==> src/rtl/muldiv_pkg.sv <==
// Shared opcode and state encodings for the multi-cycle multiply/divide unit.
package muldiv_pkg;

    localparam int unsigned MD_OP_W = 4;

    typedef enum logic [MD_OP_W-1:0] {
        MD_MULT  = 4'd0,
        MD_MULTU = 4'd1,
        MD_MADD  = 4'd2,
        MD_MADDU = 4'd3,
        MD_MSUB  = 4'd4,
        MD_MSUBU = 4'd5,
        MD_DIV   = 4'd6,
        MD_DIVU  = 4'd7,
        MD_MTHI  = 4'd8,
        MD_MTLO  = 4'd9
    } md_op_e;

    typedef enum logic [1:0] {
        ST_IDLE = 2'd0,
        ST_MUL  = 2'd1,
        ST_DIV  = 2'd2,
        ST_FIX  = 2'd3
    } md_state_e;

endpackage

==> src/rtl/div_iter.sv <==
// One restoring radix-2 division step on unsigned magnitudes (combinational).
module div_iter #(
    parameter int unsigned WIDTH = 32
) (
    input  logic [WIDTH-1:0] rem,
    input  logic [WIDTH-1:0] quo,
    input  logic [WIDTH-1:0] dvs,
    output logic [WIDTH-1:0] rem_nxt,
    output logic [WIDTH-1:0] quo_nxt
);

    logic [WIDTH:0] shifted;
    logic [WIDTH:0] diff;

    // rem < dvs always holds, so the trial difference fits and its MSB is the borrow
    always_comb begin
        shifted = {rem, quo[WIDTH-1]};
        diff    = shifted - {1'b0, dvs};
        if (!diff[WIDTH]) begin
            rem_nxt = diff[WIDTH-1:0];
            quo_nxt = {quo[WIDTH-2:0], 1'b1};
        end else begin
            rem_nxt = shifted[WIDTH-1:0];
            quo_nxt = {quo[WIDTH-2:0], 1'b0};
        end
    end

endmodule

==> src/rtl/muldiv_unit.sv <==
// Multi-cycle multiply/divide unit owning the architectural Hi/Lo pair.
module muldiv_unit #(
    parameter int unsigned WIDTH = 32
) (
    input  logic             clk,
    input  logic             rst,
    input  logic             start,
    input  logic [3:0]       op,
    input  logic [WIDTH-1:0] a,
    input  logic [WIDTH-1:0] b,
    input  logic             flush,
    output logic             busy,
    output logic             done,
    output logic             div_zero,
    output logic [WIDTH-1:0] hi,
    output logic [WIDTH-1:0] lo
);

    import muldiv_pkg::*;

    localparam int unsigned PW    = 2 * WIDTH;
    localparam int unsigned CNT_W = $clog2(WIDTH);

    md_state_e            state;
    logic [MD_OP_W-1:0]   op_q;
    logic [WIDTH-1:0]     a_q;
    logic [WIDTH-1:0]     b_q;
    logic [WIDTH-1:0]     rem_q;
    logic [WIDTH-1:0]     quo_q;
    logic                 neg_q;
    logic                 sa_q;
    logic                 dz_q;
    logic [CNT_W-1:0]     cnt_q;

    logic [WIDTH-1:0]     rem_nxt;
    logic [WIDTH-1:0]     quo_nxt;

    logic                 in_sa;
    logic                 in_sb;
    logic [WIDTH-1:0]     in_mag_a;
    logic [WIDTH-1:0]     in_mag_b;

    logic                 mul_signed;
    logic [PW-1:0]        a_ext;
    logic [PW-1:0]        b_ext;
    logic [PW-1:0]        prod;
    logic [PW-1:0]        mul_res;

    assign busy = (state != ST_IDLE);

    div_iter #(.WIDTH(WIDTH)) u_div_iter (
        .rem     (rem_q),
        .quo     (quo_q),
        .dvs     (b_q),
        .rem_nxt (rem_nxt),
        .quo_nxt (quo_nxt)
    );

    // Divide operand signs and magnitudes at issue; even divide opcode is signed
    always_comb begin
        in_sa    = ~op[0] & a[WIDTH-1];
        in_sb    = ~op[0] & b[WIDTH-1];
        in_mag_a = in_sa ? (WIDTH'(0) - a) : a;
        in_mag_b = in_sb ? (WIDTH'(0) - b) : b;
    end

    // Product and accumulate, wrapping modulo 2^(2*WIDTH)
    always_comb begin
        mul_signed = ~op_q[0];
        a_ext      = mul_signed ? {{WIDTH{a_q[WIDTH-1]}}, a_q} : {{WIDTH{1'b0}}, a_q};
        b_ext      = mul_signed ? {{WIDTH{b_q[WIDTH-1]}}, b_q} : {{WIDTH{1'b0}}, b_q};
        prod       = a_ext * b_ext;
        case (op_q)
            MD_MADD, MD_MADDU: mul_res = {hi, lo} + prod;
            MD_MSUB, MD_MSUBU: mul_res = {hi, lo} - prod;
            default:           mul_res = prod;
        endcase
    end

    always_ff @(posedge clk or posedge rst) begin
        if (rst) begin
            state    <= ST_IDLE;
            op_q     <= '0;
            a_q      <= '0;
            b_q      <= '0;
            rem_q    <= '0;
            quo_q    <= '0;
            neg_q    <= 1'b0;
            sa_q     <= 1'b0;
            dz_q     <= 1'b0;
            cnt_q    <= '0;
            hi       <= '0;
            lo       <= '0;
            done     <= 1'b0;
            div_zero <= 1'b0;
        end else begin
            done     <= 1'b0;
            div_zero <= 1'b0;
            if (flush) begin
                state <= ST_IDLE;
            end else begin
                case (state)
                    ST_IDLE: begin
                        if (start) begin
                            case (op)
                                MD_MULT, MD_MULTU, MD_MADD, MD_MADDU, MD_MSUB, MD_MSUBU: begin
                                    op_q  <= op;
                                    a_q   <= a;
                                    b_q   <= b;
                                    state <= ST_MUL;
                                end
                                MD_DIV, MD_DIVU: begin
                                    op_q  <= op;
                                    a_q   <= a;
                                    b_q   <= in_mag_b;
                                    rem_q <= '0;
                                    quo_q <= in_mag_a;
                                    sa_q  <= in_sa;
                                    neg_q <= in_sa ^ in_sb;
                                    cnt_q <= CNT_W'(WIDTH - 1);
                                    dz_q  <= (b == '0);
                                    state <= (b == '0) ? ST_FIX : ST_DIV;
                                end
                                MD_MTHI: begin
                                    hi   <= a;
                                    done <= 1'b1;
                                end
                                MD_MTLO: begin
                                    lo   <= a;
                                    done <= 1'b1;
                                end
                                default: ;
                            endcase
                        end
                    end
                    ST_MUL: begin
                        {hi, lo} <= mul_res;
                        done     <= 1'b1;
                        state    <= ST_IDLE;
                    end
                    ST_DIV: begin
                        rem_q <= rem_nxt;
                        quo_q <= quo_nxt;
                        if (cnt_q == '0) begin
                            state <= ST_FIX;
                        end else begin
                            cnt_q <= cnt_q - CNT_W'(1);
                        end
                    end
                    ST_FIX: begin
                        // Signs are pre-masked for DIVU, so one path covers both
                        if (dz_q) begin
                            lo       <= '1;
                            hi       <= a_q;
                            div_zero <= 1'b1;
                        end else begin
                            lo <= neg_q ? (WIDTH'(0) - quo_q) : quo_q;
                            hi <= sa_q ? (WIDTH'(0) - rem_q) : rem_q;
                        end
                        done  <= 1'b1;
                        state <= ST_IDLE;
                    end
                    default: state <= ST_IDLE;
                endcase
            end
        end
    end

endmodule

==> config.mk <==
export PLATFORM = sky130hd
export DESIGN_NAME = muldiv_unit
export DESIGN_NICKNAME = d
export VERILOG_FILES = /design/src/rtl/muldiv_pkg.sv /design/src/rtl/div_iter.sv /design/src/rtl/muldiv_unit.sv
export SDC_FILE = /design/constraint.sdc
export NUM_CORES = 2
export LEC_CHECK = 0
export CORE_MARGIN = 1
export CORE_UTILIZATION = 60
export DETAILED_ROUTE_END_ITERATION = 10
export PLACE_DENSITY = 0.77
export SYNTH_ARGS = -nofsm -noshare
export SYNTH_HDL_FRONTEND = slang
export SYNTH_HIERARCHICAL = 1
export SYNTH_SLANG_ARGS = --single-unit
==> constraint.sdc <==
create_clock -name clk -period 20 [get_ports clk]
set_input_delay 4 -clock clk [delete_from_list [all_inputs] [get_ports clk]]
set_output_delay 4 -clock clk [all_outputs]
set_load 0.1 [all_outputs]
# Word-level counts from Yosys, hierarchy flattened
# Index checks and enable logic that the tools add are counted.
# word_totals
out_inout_bits	67
inputBits	72
register_bits	208
wordCells	116
# classes
mul	1
bitwise_logic	5
mux	41
eq_ne	24
reduce_logical	23
n_addsub	8
# op_table
op	n
two-way mux 32 bit	15
one-hot mux 32 bit (2 select lines)	3
one-hot mux 32 bit (3 select lines)	2
two-way mux 64 bit	2
one-hot mux 64 bit (2 select lines)	1
subtractor 1 x 32 -> 32 bit, first input constant	4
adder 64 bit	1
multiplier 64 x 64 -> 64 bit	1
subtractor 64 bit	1
subtractor 33 x 32 -> 33 bit	1
zero test 32 bit	1
== test 4 x 3 -> 1 bit, second input constant	6
AND reduction 4 bit	6
== test 4 x 2 -> 1 bit, second input constant	4
two-way mux 5 bit	3
one-hot mux 5 bit (2 select lines)	1
OR reduction 2 bit	5
== test 4 bit, second input constant	2
two-way mux 1 bit	8
OR reduction 8 bit	1
two-way mux 2 bit	3
inequality test 2 x 1 -> 1 bit, second input constant	3
inequality test 3 bit, second input constant	2
one-hot mux 2 bit (3 select lines)	1
19 further kinds	25

# Longest topological paths before layout
# logic_depth
ltp_word	6
depth_mapped	52
mapped_depth_nobuf	47

# Hierarchy
# Netlist, hierarchy kept.
# modules_own_cells
module	instances	area_per_inst_um2	seq_area_each_um2	cells_each
muldiv_unit	1	65824.4	5205.0	7423
div_iter	1	2591.2	0.0	336

# Worst setup path after synthesis
# No wires, ideal clock.
# synth_timing
path_kind	flip-flop to flip-flop
startpoint	register b_q[31]
endpoint	register hi[31]
path_buffers	4
synth_period_minus_slack_ps	12128
setup_time_ps	126
required_time_ps	19874
setup_slack_ps	7872
arrival_ps	12002
path_stages_with_launch	50
cell_sequence	dfrtp_1 clkbuf_1 nor2b_1 clkbuf_1 clkbuf_1 nand2_1 fa_1 inv_1 fa_1 fa_1 fa_1 inv_1 fa_1 inv_1 fa_1 inv_1 fa_1 inv_1 (+14 left out) a211oi_1 nand3_1 nor3_2 a31oi_1 xnor2_1 ha_1 a21o_1 a21o_1 a21o_1 a21o_1 a21o_1 a221oi_1 nor4bb_1 a2111oi_0 o211a_1 xor2_1 a41o_1 a221o_1
# synth_between
elab_chain_len	5
elab_cells_between_ends	6
cone_classes	add/sub (2); mul (1); mux (3)
# synth_rtl
element	line_no	source
start, declared	muldiv_unit.sv:27	logic [WIDTH-1:0] b_q;
start signal, assigned	muldiv_unit.sv:115	b_q <= in_mag_b;
two-way mux 64 bit *	muldiv_unit.sv:71	b_ext = mul_signed ? {{WIDTH{b_q[WIDTH-1]}}, b_q} : {{WIDTH{1'b0}}, b_q};
multiplier 64 x 64 -> 64 bit *	muldiv_unit.sv:72	prod = a_ext * b_ext;
subtractor 64 bit / adder 64 bit (equally long branches)	muldiv_unit.sv:75, muldiv_unit.sv:74	
one-hot mux 64 bit (2 select lines) *	muldiv_unit.sv:73	case (op_q)
one-hot mux 32 bit (3 select lines) *	muldiv_unit.sv:102	case (state)
end signal, assigned	muldiv_unit.sv:137	{hi, lo} <= mul_res;
end signal, assigned	muldiv_unit.sv:154	hi <= a_q;
end signal, assigned	muldiv_unit.sv:158	hi <= sa_q ? (WIDTH'(0) - rem_q) : rem_q;
end, declared	muldiv_unit.sv:15	output logic [WIDTH-1:0] hi,
# Every way passes the cells marked *; elsewhere a longest branch is shown, timed or not.
# A chain may end at the register's enable or synchronous reset.

# Worst setup path after layout
# Same ends and word-level chain as after synthesis.

==> key figures <==
Placement
  – Port bufs: 138
  – Dpl hpwl: 183,000 µm
  – DP Worst Slack: 5.55 ns
  – Placer Congestion: ~1.0

Global routing
  – Total gr overflow: 0
  – First-pass GRT wire length: ~350,000 µm
  – Vias in the first global route: about 57k
  – Initial antenna violation count: 8
  – Largest net degree at the start of global routing: 126
  – GRT Overall Usage: approximately two fifths

Worst setup path
  – Worst path most repeated cell: fa_1
  – Slowest CP cell: nor2b_2
  – Crit end category: register
  – R2r worst-path depth: 45
  – Critical path launch point type: register
  – Required time worst endpoint: slightly above 20 ns
  – Crit path buffers/inverters: 7
  – CP Depth: between 40 and 50
  – Critical path's top delay family: adder cells
  – Critical Path AT: ~15 ns
  – R2r setup slk: between 5 and 6 ns
  – CP peak stage delay: approximately 1.2 ns
  – Peak fanout along the critical path: 36
  – Crit Path Class: reg -> reg

Route
  – Vias/cell: 6.04
  – Drc violations: 0
  – WL/cell: about 24 µm
  – Routed WL: 224,000 µm
  – Via count: roughly 55k
  – Final ANT Viol Nets: 0
  – DR iter-0 viols: ~5.8k
  – Pre-Repair DR Iteration Count: 8

Die
  – I/O Pins: roughly 140
  – Width of the chip: about 340 µm
  – Die Span Y: about 340 µm
  – Initial core utilization: approximately 60%
  – Die ar.: 115,000 µm²
  – FP Rows: 123
  – Core footprint: roughly 110,000 µm²

Yosys
  – Ys async rst share: 100%
  – Syn Std Cell Area: slightly below 70,000 µm²
  – Sequential element share of the synthesized area: between 7 and 8%
  – Yosys Warn Count: 6
  – Syn Area/Cell: around 9 µm²
  – Number of synthesized flops with an enable pin: 0
  – Most used DFF post-synth: dfrtp_1
  – Syn nets: between 9k and 10k
  – Post-synth cell types: around 120
  – Post-synthesis cell count: about 7.8k
  – #FFs+latches synth: approximately 210

Worst hold path
  – Worst hold stages: 2
  – Hold Crit Class: reg -> reg

Run status
  – Status: completed

Clock tree
  – CTS hold repair buffers: 0
  – Clock Latency Late Sink: a little over 0.6 ns
  – Num CTS Buffers: 26
  – CTS tree: done
  – Post-CTS sizing: 0
  – # Post-CTS Setup Buffers: 0
  – CTS H-tree depth: 1
  – Root buffer cell: clkbuf_16
  – Reg clk slew, reported paths: 0.07 ns
  – Clock sinks: between 200 and 250
  – Clock buffer depth: 3

Cells and area
  – Nets: between 9k and 10k
  – Core Util, Final: between 60% and 70%
  – P&R area growth vs syn: 4.68%
  – Share of layout cells above drive strength 1: around 3.8%

Timing
  – Endpoints failing hold: 0
  – # setup viols final: 0
  – Setup ws final: ~5.3 ns
  – Relative slew margins: around 14%
  – Highest clock rate: 0.0681 GHz
  – Min Tclk post-route: between 10 and 15 ns
  – Setup Skew: between 0.03 and 0.04 ns
  – Final worst-path cycle share: 73.5%
  – Unrepaired setup endpoints after global routing: false
  – Setup total negative slack: 0 ns
  – Least-Margin Pin Slew: around 1.3 ns
  – Worst hold slack: between 0.5 and 0.6 ns
  – Slew Viols, Final: 0

Run
  – Max-cap violation count: 0
[kinds of logic (layout without fill, tap and decap cells)]
group,Yosys count,count (layout),synth area share [%]
xor+xnor,345,345,4.43
other cells,0,8,0
buf+inv,2028,1903,11.5
simple gates,2146,2146,15.3
flops,208,208,7.61
compound gates,1116,1116,10.4
fa+ha+maj,1837,1837,49.3
mux,79,79,1.39
[cell usage after synthesis (all sizes together) (36+ instances only)]
cell	instances	area (µm²)
fa	1435	28700
o21ai	277	1400
inv	1619	6080
nor3	59	310
and3	38	239
and2	563	3530
nand2	915	3440
o211ai	44	340
clkbuf	336	1260
buf	71	488
a21oi	326	1650
o31ai	52	395
xor2	155	1360
a31oi	58	363
a211oi	41	333
ha	401	5020
dfrtp	208	5200
nor2	286	1080
o21a	36	278
a21o	86	647
mux2	59	736
nand3	69	345
xnor2	190	1670
[cell usage in the layout, fill, tap and decap left out, types with 98 or more instances in the layout]
| cell type | n |
|---|---|
| inv_1 | 1617 |
| fa_1 | 1435 |
| nand2_1 | 913 |
| and2_1 | 560 |
| ha_1 | 401 |
| a21oi_1 | 321 |
| nor2_1 | 282 |
| o21ai_0 | 266 |
| dfrtp_1 | 207 |
| xnor2_1 | 189 |
| xor2_1 | 155 |
| clkdlybuf4s50_1 | 138 |
| buf_4 | 98 |
[layer usage]
metal  part of all wire, %  global-route usage (%)  routed length (µm)  vias up
li1                      -                       -                   -    23600
met4                   3.9                    13.1                8710        2
met5                0.0058                       0                  13        -
met2                    43                    59.2               97100     3085
met3                    11                    9.55               25500      474
met1                    41                    56.5               92600    28100
[state kept, by name (all words and copies together), names as in the netlist, 4 cells and up]
register and cells:
a_q 32, b_q 32, cnt_q 5, hi 32, lo 32, op_q 4
quo_q 32, rem_q 32
[stage by stage]
step / cell area (µm²) / cells
5_1_grt: 71600 / 9138
2_1_floorplan: 68400 / 7759
4_1_cts: 71600 / 9134
3_5_place_dp: 70700 / 9086
3_3_place_gp: 70700 / 9086
6_report: 71600 / 9142
[worst paths after layout]
kind                                startpoint                   to
max in group asynchronous                  rst  a_q[10]$_DFFE_PP0P_
min reg2reg                b_q[15]$_DFFE_PP0P_  b_q[15]$_DFFE_PP0P_
min                        b_q[15]$_DFFE_PP0P_  b_q[15]$_DFFE_PP0P_
min in group asynchronous                  rst   b_q[6]$_DFFE_PP0P_
max reg2reg                b_q[31]$_DFFE_PP0P_   hi[31]$_DFFE_PP0P_
max                        b_q[31]$_DFFE_PP0P_   hi[31]$_DFFE_PP0P_
[layout make-up]
type,instances,area (µm²)
multi-input combinational,5523,55400
fill,9500,41200
inverter,1619,6090
sequential,208,5210
timing repair buffer,236,2120
tap,1500,1880
clock buffer,37,762
clock inverter,11,149
antenna,8,20.0
[worst reg2reg max path, delay by kind of cell (launching register included)]
family	cells	cell delay, ns
XOR/XNOR	3	0.67
AO/OA/AOI/OAI	13	3.18
AND/OR/NAND/NOR	10	3.38
flip-flops	1	1.15
buffers and inverters	7	0.67
adder cells (fa/ha/maj)	12	5.55
Power is not shown: default switching activity piles up to over one toggle a cycle in this logic, so the estimate is an artifact.
